`src/rtl/benes_subroute.sv`:
```
// benes_subroute: second-level router for the 8x8 Benes fabric.
// Takes the first-level coloring (ci/co) and the permutation, splits it
// into upper/lower 4x4 sub-permutations, colors both in parallel and
// emits the 20-bit switch configuration. Latency is a fixed 4 cycles.

// 4x4 sub-network looping colorer (one per half of the fabric)
module benes_sub4 (
   input  logic            clk,
   input  logic            rst,
   input  logic            step1,
   input  logic            step2,
   input  logic [3:0][1:0] p,
   output logic [3:0]      c4f,
   output logic [3:0]      o4f,
   output logic [1:0]      m
);
   logic [3:0] c4, o4;
   logic       c2;

   // finish the loop for inputs 2/3 and derive the middle 2x2 settings
   always_comb begin
      c2 = 1'b0;
      // if inputs 0/1 share an output switch, inputs 2/3 form a free loop
      if (p[0][1] != p[1][1])
         c2 = ~o4[p[2] ^ 2'd1];
      c4f       = {~c2, c2, c4[1:0]};
      o4f       = o4;
      o4f[p[2]] = c2;
      o4f[p[3]] = ~c2;
      m[0]      = c4[0] ? p[1][1] : p[0][1];
      m[1]      = c4[0] ? p[0][1] : p[1][1];
   end

   // coloring state: STEP1 seeds the loop, STEP2 closes it
   always_ff @(posedge clk or posedge rst) begin
      if (rst) begin
         c4 <= '0;
         o4 <= '0;
      end else if (step1) begin
         c4[0]    <= 1'b0;
         c4[1]    <= 1'b1;
         o4[p[0]] <= 1'b0;
         o4[p[1]] <= 1'b1;
      end else if (step2) begin
         c4 <= c4f;
         o4 <= o4f;
      end
   end
endmodule

module benes_subroute (
   input  logic        clk,
   input  logic        areset,
   input  logic        start,
   input  logic [2:0]  mp0,
   input  logic [2:0]  mp1,
   input  logic [2:0]  mp2,
   input  logic [2:0]  mp3,
   input  logic [2:0]  mp4,
   input  logic [2:0]  mp5,
   input  logic [2:0]  mp6,
   input  logic [2:0]  mp7,
   input  logic [7:0]  ci,
   input  logic [7:0]  co,
   output logic [19:0] sw,
   output logic        valid,
   output logic        busy,
   output logic        err
);
   typedef enum logic [2:0] {IDLE, LOAD, STEP1, STEP2, DONE} state_t;

   typedef struct packed {
      logic [7:0][2:0] mp;
      logic [7:0]      ci;
      logic [7:0]      co;
   } job_t;

   state_t                state, state_nxt;
   job_t                  job;
   logic [1:0][3:0][1:0]  sub_p, p_nxt;   // [0] upper, [1] lower
   logic [7:0]            seen;
   logic                  err_nxt, err_r;
   logic [1:0][3:0]       c4f, o4f;
   logic [1:0][1:0]       m;
   logic [19:0]           sw_nxt;

   // sequence is fixed length so the error path keeps the same latency
   always_comb begin
      state_nxt = state;
      case (state)
         IDLE:    if (start) state_nxt = LOAD;
         LOAD:    state_nxt = STEP1;
         STEP1:   state_nxt = STEP2;
         STEP2:   state_nxt = DONE;
         DONE:    state_nxt = IDLE;
         default: state_nxt = IDLE;
      endcase
   end

   // split into sub-permutations and validate the first-level coloring
   always_comb begin
      p_nxt   = '0;
      seen    = '0;
      err_nxt = 1'b0;
      for (int i = 0; i < 8; i++) begin
         p_nxt[job.ci[i]][i/2] = job.mp[i][2:1];
         seen[job.mp[i]]       = 1'b1;
         if (job.co[job.mp[i]] != job.ci[i]) err_nxt = 1'b1;
      end
      for (int k = 0; k < 4; k++)
         if (job.ci[2*k] == job.ci[2*k+1] || job.co[2*k] == job.co[2*k+1])
            err_nxt = 1'b1;
      if (seen != 8'hFF) err_nxt = 1'b1;
   end

   for (genvar h = 0; h < 2; h++) begin : g_sub
      benes_sub4 u_sub (
         .clk   (clk),
         .rst   (areset),
         .step1 (state == STEP1),
         .step2 (state == STEP2),
         .p     (sub_p[h]),
         .c4f   (c4f[h]),
         .o4f   (o4f[h]),
         .m     (m[h])
      );
   end

   // assemble the 5-stage configuration from final sub-network colors
   always_comb begin
      sw_nxt = '0;
      for (int k = 0; k < 4; k++) begin
         sw_nxt[k]    = job.ci[2*k];
         sw_nxt[16+k] = job.co[2*k];
      end
      for (int h = 0; h < 2; h++) begin
         for (int j = 0; j < 2; j++) begin
            sw_nxt[4+2*h+j]  = c4f[h][2*j];
            sw_nxt[12+2*h+j] = o4f[h][2*j];
         end
         sw_nxt[8+2*h +: 2] = m[h];
      end
   end

   // job capture, sub-permutation load and result register
   always_ff @(posedge clk or posedge areset) begin
      if (areset) begin
         state <= IDLE;
         job   <= '0;
         sub_p <= '0;
         err_r <= 1'b0;
         sw    <= '0;
         err   <= 1'b0;
      end else begin
         state <= state_nxt;
         if (state == IDLE && start)
            job <= '{mp: {mp7, mp6, mp5, mp4, mp3, mp2, mp1, mp0}, ci: ci, co: co};
         if (state == LOAD) begin
            sub_p <= p_nxt;
            err_r <= err_nxt;
         end
         // results land on the edge into DONE so they are visible with valid
         if (state == STEP2) begin
            sw  <= err_r ? 20'h0 : sw_nxt;
            err <= err_r;
         end
      end
   end

   assign valid = (state == DONE);
   assign busy  = (state != IDLE);
endmodule

```
`config.mk`:
```
export PLATFORM = sky130hd
export DESIGN_NAME = benes_subroute
export DESIGN_NICKNAME = d
export VERILOG_FILES = /design/src/rtl/benes_subroute.sv
export SDC_FILE = /design/constraint.sdc
export NUM_CORES = 1
export LEC_CHECK = 0
export CORE_AREA = 2 2 199 103
export DETAILED_ROUTE_END_ITERATION = 8
export DIE_AREA = 0 0 201 105
export GPL_ROUTABILITY_DRIVEN = 0
export PLACE_DENSITY = 0.57
export SKIP_CTS_REPAIR_TIMING = 1
export SYNTH_ARGS = -nofsm -noshare
export SYNTH_HDL_FRONTEND = slang
export SYNTH_HIERARCHICAL = 1
export SYNTH_SLANG_ARGS = --single-unit
```
`constraint.sdc`:
```
create_clock -name clk -period 4 [get_ports clk]
set_input_delay 0.8 -clock clk [delete_from_list [all_inputs] [get_ports clk]]
set_output_delay 0.8 -clock clk [all_outputs]
set_load 0.02 [all_outputs]
```
* After elaboration in Yosys (flattened, before gate mapping)
Index checks and enable logic that the tools add are counted.
** Storage, ports and cells
- Register bits :: 91
- Input bits :: 43
- Output and inout bits :: 23
- Logic and storage cells :: 259
** Operators by class
- $lt $le $gt $ge :: 50
- Eq/ne operators :: 24
- Mux-type cells :: 107
- Bitwise logic cells :: 20
- Reduce and logical (&&, ||, !) cells :: 32
** Operators by type and width (number)
- $bwmux W16 :: 7
- $demux W8 S1 :: 8
- $or A8 B8 Y8 :: 7
- $mux W1 :: 47
- $lt A3 B4 Y1 const B :: 8
- $lt A2 B3 Y1 const B :: 10
- $logic_and A1 B1 Y1 :: 25
- $bmux W1 S3 :: 8
- $demux W1 S3 :: 8
- $ge A3 B1 Y1 const B :: 8
- $mux W4 :: 6
- $mux W20 :: 1
- $and A16 B16 Y16 :: 1
- $bwmux W4 :: 4
- $demux W1 S2 :: 8
- $ge A2 B1 Y1 const B :: 8
- $lt A1 B2 Y1 const B :: 8
- $mux W8 :: 2
- $mux W6 :: 2
- $pmux W3 S4 :: 1
- $ne A1 B1 Y1 :: 10
- $and A4 B4 Y4 :: 2
- $eq A1 B1 Y1 :: 8
- $ge A1 B1 Y1 const B :: 8
- 15 further kinds :: 28

* Logic depth before layout (Yosys ltp)
Gate-level depths: netlist (run 1).
- Word-level depth :: 16
- Gate-level depth with buffers :: 7
- Mapped depth without buffers :: 6

* Cells and area by module
The synthesis (run 1) kept the hierarchy.
** Modules (own cells, without submodules)
- benes_subroute :: instances 1, cells each 460, area each 4684.5 sq um, sequential area each 2026.9 sq um
- benes_sub4 (g_sub[0].u_sub) :: instances 1, cells each 61, area each 544.3 sq um, sequential area each 125.1 sq um
- benes_sub4 (g_sub[1].u_sub) :: instances 1, cells each 61, area each 479.2 sq um, sequential area each 125.1 sq um

* Least setup slack after synthesis (run 1)
Ideal clock, no wire load.
- Path type :: reg2reg
- Start :: register state[1]
- End :: register g_sub[1].u_sub.o4[0]
- Setup time :: 0.133 ns
- Data arrival time :: 1.769 ns
- Data required time :: 3.867 ns
- Slack :: 2.098 ns
- Cell stages (with the launch flop) :: 7
- Buffers on the path :: 2
- Clock period less this slack :: 1.902 ns
- Cell sequence :: dfrtp_1 > clkbuf_1 > nor3b_1 > clkbuf_1 > or3b_2 > a32oi_1 > o31ai_1
** On the way
- Cells in the longest elaborated chain, start to end :: 2
- Elaborated cells between the ends (all ways) :: 4
- Classes of those cells :: 2 x eq/ne; 1 x mux; 1 x reduce/logical
** RTL lines
- start, declared :: RTL line 78 : state_t state, state_nxt;
- start signal, assigned :: RTL line 155 : state <= state_nxt;
- $eq A3 B2 Y1, on equally long branches :: RTL line 120, 121
- $mux W4 / $reduce_bool A2 Y1 (equally long branches)
- end signal, assigned :: RTL line 38 : o4 <= '0;
- end signal, assigned by index :: RTL line 42 : o4[p[0]] <= 1'b0;
- end signal, assigned by index :: RTL line 43 : o4[p[1]] <= 1'b1;
- end, declared :: RTL line 17 : logic [3:0] c4, o4;
Several ways; a longest one is shown, not always the timed one.
A chain may end at the register's enable or synchronous reset.

* Final worst setup path (run 1)
- Start :: register state[2]
- End :: output port busy
** On the way
- Cells in the longest elaborated chain, start to end :: 1
** RTL lines
- $reduce_bool A3 Y1 :: RTL line 171 : assign busy = (state != IDLE);
- end, declared :: RTL line 67 : output logic busy,
No other way between the ends.

==> flow_summary.ini, run 1 <==
[status]
status = complete, no violations

[power]
power_density_nw_per_um2 = 849
pwr-share-seq_pct = 39.8
p_leak_nw = 2.51
ir_drop_uv = 255
pwr-share-clk_pct = 16.2
p_sw_share_pct = 43.4
p_switching_mw = 2.44
combinationalPowerShare_pct = 44.0
internal_power_mw = 3.18

[timing]
period_minus_slack_ns = 2.61
slew_violations = 0
setup_ws_ns = 1.39
clock_skew_ns = 0.00848
rsz0062_at_grt = no
tightest_slew_ns = 0.706
slew_headroom_pct = 52.9
setup_viol = 0
max_freq_mhz = 382
setup_tns_ns = 0
period_share_pct = 65.4
hold_violations = 0

[finish]
final_layout_size_suffix_gt1_share_pct = 14.2
syn2layout_area_growth_pct = 17.6
register_area_um2 = 2230
final_cell_mix = dfrtp_1 (89), clkdlybuf4s50_1 (65), nor2_1 (48)
instances_no_fill = 864
antenna_cells = 0
fillers = 1955
multi_input_area_um2 = 2980
final_common_cell = dfrtp_1
final_nets = 636

[drt]
routed_wl_um = 13800
drt-initial-drc-count = 340
post_drt_wl_per_cell_um = 15.9
first_pass_iters = 5
viasPerCell = 5.00
vias = 4316
drcViolationCount = 0
route.antenna.remaining_nets = 0

[global_routing]
grt_antenna_before_repair = 0
grt_max_degree = 44
grt_pass1_vias = 4086
grt-ovfl-total = 0
grt_pass1_wl_um = 22800
grtUsageTotal_pct = 13.5

[cts]
clock-root-buffer = clkbuf_16
cts.sinks = 89
numCtsBuffers = 9
cts_buffer_depth = 2
cts_max_level = 3
clk_latency_ns = 0.34
cts.clk_slew.worst_paths_ns = 0.06
cts_tree = done

[synthesis]
syn_inst = 572
synth_area_um2 = 5620
avgSynthCellArea_um2 = 9.83
synth_fp_nets = 615
yosysWarnings = 6

[die]
core_um2 = 19200
die_w_um = 201
dieArea_um2 = 21100
placementRows = 36
ios = 66
initial_utilization_pct = 29.2
die_h_um = 105

[critical_path]
end_kind = output port
start_kind = flop
slowest_delay_ns = 0.57
crit_slowest_cell = clkdlybuf4s50_1
crit_arrival_ns = 1.81
crit_fanout = 7
required_ns = 3.20
critPathKind = flop to output port
path_cells = or3_1, clkdlybuf4s50_1

[placed_design]
post-dp-hpwl_um = 9900
io_buffers = 65
dp_worst_setup_slack_ns = 1.56
place_inst = 848

[run]
cap_viol_max_count = 0

[hold_path]
hp-class = flop to flop
## routing by layer
layer  global-route usage [%]  vias to the layer above  routed length [µm]
met5                        0                        -                   0
met3                     2.43                       16                 596
li1                         -                     2085                   -
met4                     3.49                        0                 155
met2                     21.4                      112                6420
met1                     18.9                     2103                6600
## area by class of cell
cell class                 count  area share (%)
multi-input combinational    408            45.1
clock inverter                 6            1.38
clock buffer                  10            3.46
timing repair buffer          71            10.5
sequential                    89            33.7
tap                          266            5.03
inverter                      14           0.813
## power groups by stage
stage	logic, mW	clock network, mW	registers, mW
final	2.47	0.908	2.23
after global placement	2.44	0	2.22
after floorplan	2.64	0	1.59
after CTS	2.49	0.936	2.21
after detailed placement	2.48	0	2.23
after global routing	2.74	0.984	2.33
## worst max-delay path, delay by kind of cell, from the launching register on
kind | cells | cell delay [ns]
flip-flops | 1 | 0.45
buffers and inverters | 1 | 0.57
AND/OR/NAND/NOR | 1 | 0.45
## per-stage QoR
step / hold WS [ns] / util, % / total power, mW / cell area [µm²]
after global routing: 0.501 / 34.4 / 6.05 / 6610
after global placement: 0.462 / 32.7 / 4.66 / 6290
final: 0.477 / 34.4 / 5.61 / 6610
after CTS: 0.484 / 34.4 / 5.63 / 6610
after detailed placement: 0.469 / 32.7 / 4.70 / 6290
after floorplan: 0.504 / - / 4.23 / 5620
## flip-flops by register name, indices dropped and copies added, names as in the netlist
register / flops
sub_p: 16
g_sub.u_sub/o4: 8
err: 1
state: 3
err_r: 1
job: 40
sw: 20
## worst paths after layout
kind,from,endpoint,slack (ns),depth (start not counted)
max,state[2],busy,1.39,2
min,sw[16],sw[16],0.48,2
max reg2reg,state[0],err_r,1.73,7
min reg2reg,sw[16],sw[16],0.48,2
max in group asynchronous,areset,job[36],2.38,3
min in group asynchronous,areset,g_sub[0].u_sub/o4[2],0.75,2
No activity file was read; power rests on OpenSTA's default activity.
==> inputs of run 2 (changes only) <==
clock period = 2.49 ns   (was 4 ns; I/O delays follow)
==> run 2 against run 1 <==
  * Power up 68%
  * Register-to-register slack worse by 1.2 ns
  * Largest power group unchanged
  * Global-route usage up 0.63 points
  * Non-clock buffer count up 5
  * Die area unchanged
==> flow_summary.ini, run 2 (synthesis gave the netlist of run 1 again) <==
[status]
status = complete, no violations

[drt]
routed_wl_um = 14400
drt-initial-drc-count = 353
post_drt_wl_per_cell_um = 16.5
first_pass_iters = 6
vias = 4358
drcViolationCount = 0
route.antenna.remaining_nets = 0
viasPerCell = 5.01

[timing]
slew_violations = 0
max_freq_mhz = 427
tightest_slew_ns = 0.701
rsz0062_at_grt = no
period_share_pct = 94.1
clock_skew_ns = 0.0113
hold_violations = 0
slew_headroom_pct = 53.2
setup_tns_ns = 0
period_minus_slack_ns = 2.34
setup_viol = 0

[global_routing]
grtUsageTotal_pct = 14.1
grt_pass1_vias = 4225
grt_pass1_wl_um = 23700
grt-ovfl-total = 0
grt_max_degree = 43
grt_antenna_before_repair = 0

[finish]
fillers = 1962
largest-register = job
largestRegisters = job: 40 flops, sw: 20 flops, sub_p: 16 flops
final_cell_mix = dfrtp_1 (89), clkdlybuf4s50_1 (65), nor2_1 (48)
final_layout_size_suffix_gt1_share_pct = 15.1
final_cell_area_um2 = 6740
syn2layout_area_growth_pct = 19.9
final_common_cell = dfrtp_1
final_nets = 641
antenna_cells = 0
largest_register_ffs = 40

[critical_path]
reg2reg_depth = 5
end_kind = output port
cpLargestDelayFamily = buffers and inverters
path_buf_inv = 1
crit_slowest_cell = clkdlybuf4s50_1
crit_arrival_ns = 1.84
start_kind = flop
crit_fanout = 7
path_cells = or3_1, clkdlybuf4s50_1
path_depth = 2
slowest_delay_ns = 0.57
critPathKind = flop to output port
required_ns = 1.99

[power]
ir_drop_uv = 427
p_leak_nw = 2.57
pwr-share-clk_pct = 18.0
p_total_mw = 9.41
pwr-share-seq_pct = 37.4
p_switching_mw = 4.02
p_sw_share_pct = 42.7
combinationalPowerShare_pct = 44.6
power_density_nw_per_um2 = 1400
internal_power_mw = 5.39

[cts]
cts_buffer_depth = 2
cts.clk_slew.worst_paths_ns = 0.07
cts.sinks = 89
numCtsBuffers = 9
cts_tree = done
clk_latency_ns = 0.34
clock-root-buffer = clkbuf_16
cts_max_level = 3

[placed_design]
io_buffers = 65
place_area_um2 = 6370
post-dp-hpwl_um = 10300

[die]
dieArea_um2 = 21100
initial_utilization_pct = 29.2
core_um2 = 19200
placementRows = 36
die_h_um = 105
die_w_um = 201
ios = 66

[run]
cap_viol_max_count = 0

[hold_path]
hp-class = input pin to async pin
==> run 2: cell count changes in the layout (fill, tap and decap cells not counted), sizes merged <==
| cell | delta |
|---|---|
| inv | +2 |
| bufinv | +2 |
| clkbuf | -1 |
| clkinv | -2 |
| clkinvlp | -1 |
| buf | +5 |
==> run 2: layout make-up <==
| class | count | area (µm²) | area share, % |
|---|---|---|---|
| multi-input cells | 408 | 2980 | 44.3 |
| flip-flops and latches | 89 | 2230 | 33.0 |
| repair buffers | 76 | 771 | 11.4 |
| well taps | 266 | 333 | 4.94 |
| clock buffers | 9 | 225 | 3.34 |
| clock inverters | 7 | 146 | 2.17 |
| inverters | 14 | 56.3 | 0.835 |
==> run 2: power by group through the flow <==
stage	combinational, mW	sequential [mW]	clock, mW
floorplan	4.24	2.55	0
global placement	4.17	3.47	0
detailed placement	4.19	3.51	0
CTS	4.22	3.48	1.75
global route	4.65	3.67	1.80
finish	4.19	3.52	1.69
==> run 2: metal layers <==
| metal | GRT usage, % | vias up | wire length [µm] |
|---|---|---|---|
| met1 | 19.6 | 2126 | 6870 |
| met4 | 2.75 | 0 | 122 |
| met3 | 3.03 | 16 | 756 |
| met5 | 0 | - | 0 |
| met2 | 22.6 | 126 | 6630 |
| li1 | - | 2090 | - |
==> run 2: per-stage QoR <==
| step | hold WS, ns | utilization [%] | instances | worst slack (ns) |
|---|---|---|---|---|
| 6_report | 0.456 | 35.1 | 869 | 0.148 |
| 5_1_grt | 0.475 | 35.1 | 869 | 0.101 |
| 4_1_cts | 0.451 | 35.1 | 869 | 0.129 |
| 3_5_place_dp | 0.473 | 33.1 | 853 | 0.500 |
| 3_3_place_gp | 0.463 | 33.1 | 853 | 0.500 |
| 2_1_floorplan | 0.264 | - | 572 | 0.602 |
==> run 2: path summary, 6_finish.rpt <==
kind	from	endpoint	slack (ns)
worst max-delay path	state[2]	busy	0.15
worst min-delay path	areset	g_sub[0].u_sub/o4[3]	0.46
worst max register to register	job[25]	err_r	0.49
worst min register to register	sw[4]	sw[4]	0.48
max in group asynchronous	areset	job[4]	1.32
min in group clk	sw[4]	sw[4]	0.48
==> inputs of run 3 (changes only) <==
CTS_CLUSTER_SIZE = 28   (was not set)
==> results of run 3 <==
The final DEF is identical to that of run 2; final timing and power are the same.
==> RTL change 1: new RTL, flow settings as in run 3 <==
Reset style: synchronous (`areset` and `rst`), changed in 2 clocked blocks.
--- a/src/rtl/benes_subroute.sv
+++ b/src/rtl/benes_subroute.sv
@@ -32,7 +32,7 @@
    end
 
    // coloring state: STEP1 seeds the loop, STEP2 closes it
-   always_ff @(posedge clk or posedge rst) begin
+   always_ff @(posedge clk) begin
       if (rst) begin
          c4 <= '0;
          o4 <= '0;
@@ -143,7 +143,7 @@
    end
 
    // job capture, sub-permutation load and result register
-   always_ff @(posedge clk or posedge areset) begin
+   always_ff @(posedge clk) begin
       if (areset) begin
          state <= IDLE;
          job   <= '0;
Formal check against the unedited RTL: differs if areset is asserted again (counterexample within 4 cycles, from zero or initial values and one cycle with areset high); with areset held inactive, the same outputs for 4 cycles.
==> RTL change 1 against run 3 <==
Final area down 5.4%. Routed wire length up 5.8%. Maximum frequency up 9.0%. Cell count up 12%. Sequential cell count unchanged. Synthesized area down 5.1%. Setup slack better by 0.19 ns.
Power is not compared: it rests on default switching activity, and its combinational part moved more than twofold at a synthesized area within 25%.
==> RTL change 1: results (changes against run 3) <==
metric,value,unit,change
outcome,finished clean,,unchanged
Yosys Warn Count,6,,unchanged
number of global-route vias before repair,4691,,was 4225
met3 usage,3.56,%,was 3.03%
Worst VDD drop,0.348,mV,
Reg2Reg Depth,6,,was 5
M1 WL,7410,um,was 6870 um
register-to-register setup slack,0.38,ns,was 0.49 ns
GRT met1 Usage,20.3,%,was 19.6%
share of layout cells above drive strength 1,8.38,%,was 15.1%
slew margin rel.,41.1,%,was 53.2%
Post-Route WL,15200,um,was 14400 um
NumNets Final,743,,was 641
initial antenna violation count,0,,unchanged
met2 Usage GRT,22.8,%,was 22.6%
worst-path maximum fanout,7,,unchanged
hold crit path type,flip-flop to flip-flop,,was primary input to asynchronous set/reset pin
met2 WL,6640,um,was 6630 um
DR pass1 iterations,5,,was 6
Fin Clk Skew,0.00777,ns,was 0.0113 ns
Avg Synthesized Cell Area,7.75,um^2,was 9.83 um^2
clock latency on the worst-skew pair,0.35,ns,
met3 routed WL,850,um,was 756 um
DR iter-0 viols,392,,was 353
Period minus WS final,2.15,ns,was 2.34 ns
worst slew pin tran,0.883,ns,was 0.701 ns
Antenna diodes,0,,unchanged
Port Buf Inserts,65,,unchanged
Fin Hold WS,0.467,ns,was 0.456 ns
gr usage total,14.8,%,was 14.1%
Finished Layout Cells,970,,was 869
terminus of the critical flop-to-flop path,err_r,,unchanged
Cells after DPL,955,,was 853
"Cell Area, Placed",0.00605,mm^2,was 0.00637 mm^2
"Arr. time, crit path",1.65,ns,was 1.84 ns
syn nets,732,,was 615
top flop regs,"job x40, sw x20, sub_p x16",,unchanged
dpl hpwl,11000,um,was 10300 um
TritonCTS Buffers,9,,unchanged
Via-to-Cell Ratio,5.08,,was 5.01
Setup WS pre-CTS,0.423,ns,was 0.500 ns
first-pass GRT wire length,25100,um,was 23700 um
R2R Path Start,job[23],,was job[25]
hold_sp,err,,
==> RTL change 1: power by group through the flow <==
| stage | sequential (uW) | clock [uW] | combinational (uW) |
|---|---|---|---|
| after floorplan | 1620 | 0 | 699 |
| after global placement | 1780 | 0 | 757 |
| after detailed placement | 1790 | 0 | 761 |
| after CTS | 1760 | 1530 | 765 |
| after global routing | 1790 | 1590 | 846 |
| final | 1760 | 1500 | 758 |
==> RTL change 1: area by class of cell <==
cell class	count	area, um^2
clock inverters	4	76.3
multi-input cells	504	3110
well taps	266	333
fillers	2035	12900
repair buffers	81	766
clock buffers	11	253
inverters	15	56.3
flip-flops and latches	89	1780
==> RTL change 1: worst max-delay path, cell delays in order (launching register included) <==
cell and delay, ns:
dfxtp_1 0.45, nor3b_1 0.22, clkdlybuf4s50_1 0.64
==> RTL change 1: how the worst max path moves through the flow <==
stage	start	end
finish	state[2]	valid
global route	state[1]	busy
CTS	state[2]	valid
detailed placement	job[32]	err_r
global placement	job[23]	err_r
floorplan	sub_p[5]	sw[13]
==> RTL change 2: new RTL, config.mk and constraints of run 3 <==
Made on the original files. Register the outputs `valid` and `busy`, cleared by the reset; this adds one clock of latency there. The other outputs are not delayed to match.
--- a/src/rtl/benes_subroute.sv
+++ b/src/rtl/benes_subroute.sv
@@ -167,7 +167,14 @@
       end
    end
 
-   assign valid = (state == DONE);
-   assign busy  = (state != IDLE);
+   always_ff @(posedge clk or posedge areset) begin
+      if (areset) begin
+         valid <= '0;
+         busy  <= '0;
+      end else begin
+         valid <= (state == DONE);
+         busy  <= (state != IDLE);
+      end
+   end
 endmodule
 
Check against the original RTL: not equivalent (a bounded check fails within 4 cycles, from zero or initial values and one cycle with areset high).
==> RTL change 2 against run 3 <==
Non-clock buffer count up 10. Synthesized area fell by 1.2%. Setup slack lost 0.010 ns. Critical endpoint is now err_r. Total power decreased by 0.52%. Final area rose by 0.85%. Routed wire length grew 2.8%. Sequential cell count increased by 2. Largest cell class unchanged.
==> RTL change 2: results (changes against run 3) <==
metric,value,unit,change
pin count of the biggest net entering global routing,47,,was 43
multi-input logic area,0.00294,mm^2,was 0.00298 mm^2
share of layout cells above drive strength 1,12.8,%,was 15.1%
Cells after DPL,875,,was 853
clock-pin slew on the worst setup and hold paths,0.07,ns,about the same
first-pass GRT wire length,24100,um,was 23700 um
DR iter-0 viols,376,,was 353
syn nets,626,,was 615
worst-path maximum fanout,8,,was 7
initial antenna violation count,0,,unchanged
number of global-route vias before repair,4415,,was 4225
CTS H-tree depth,3,,unchanged
vias after detailed routing,4475,,was 4358
clock latency on the worst-skew pair,0.35,ns,
Reg2Reg Depth,6,,was 5
drt wl/cell,16.6,um,was 16.5 um
# fillers,1983,,was 1962
Antenna diodes,0,,unchanged
Via-to-Cell Ratio,5.03,,was 5.01
gr usage total,14.3,%,was 14.1%
outcome,finished clean,,unchanged
register-to-register setup slack,0.14,ns,was 0.49 ns
worst slew pin tran,0.745,ns,was 0.701 ns
P_leak,0.00264,uW,was 0.00257 uW
DR pass1 iterations,7,,was 6
dpl hpwl,10700,um,was 10300 um
clock buffer depth,2,,unchanged
NumNets Final,663,,was 641
hold crit path type,primary input to asynchronous set/reset pin,,unchanged
terminus of the critical flop-to-flop path,err_r,,unchanged
Yosys Warn Count,6,,unchanged
root buf cell,clkbuf_16,,unchanged
Worst VDD drop,0.451,mV,was 0.427 mV
TritonCTS Buffers,9,,unchanged
Avg Synthesized Cell Area,9.53,um^2,was 9.83 um^2
Crit Path Class,flip-flop to flip-flop,,was flip-flop to primary output
sw power,4100,uW,was 4020 uW
top flop regs,"job x40, sw x20, sub_p x16",,unchanged
R2R Path Start,job[9],,was job[25]
"Cell Area, Placed",0.00647,mm^2,was 0.00637 mm^2
Fin Clk Skew,0.00817,ns,was 0.0113 ns
Port Buf Inserts,65,,unchanged
RTL change 2: cell types whose count changed in the layout (fill, tap and decap cells not counted), sizes merged, moves of 4 or more:
cell,change
nor2,-4
nor3b,-5
xnor2,-5
mux4,-4
buf,+10
a221oi,+5
o21ai,+8
inv,+6
xor2,+5
nor3,-4
RTL change 2: metrics by stage:
step                setup WS [ns]  hold slack (ns)
floorplan                   0.278            0.264
global placement            0.217            0.463
detailed placement          0.101            0.470
CTS                        0.0697            0.451
global route             0.000499            0.474
finish                      0.138            0.446
RTL change 2: worst max-delay path: stages (launching register included):
cell and delay (ns):
dfrtp_1 0.46, nor2b_1 0.25, o221ai_1 0.17, or4_1 0.51
or4_1 0.50, nor4b_2 0.25, a21oi_1 0.10
RTL change 2: power groups by stage:
stage / sequential [uW] / clock [uW] / combinational (uW)
finish: 3280 / 1500 / 4580
global route: 3420 / 1600 / 5050
CTS: 3270 / 1540 / 4540
detailed placement: 3290 / 0 / 4530
global placement: 3260 / 0 / 4500
floorplan: 2570 / 0 / 4000
RTL change 2: routing by layer:
metal / vias to the layer above / GRT usage, % / part of all wire [%]
met5: - / 0 / 0
met2: 143 / 23.3 / 47
met3: 15 / 2.59 / 4.9
li1: 2149 / - / -
met1: 2168 / 19.5 / 47
met4: 0 / 4.07 / 1.1
RTL change 2: layout make-up:
type / instances / share of cell area (%)
Clock buffer: 10 / 3.51
Clock inverter: 5 / 1.25
Inverter: 21 / 1.21
Multi-Input combinational cell: 411 / 43.2
Sequential cell: 91 / 33.5
Tap cell: 266 / 4.89
Timing Repair Buffer: 86 / 12.4
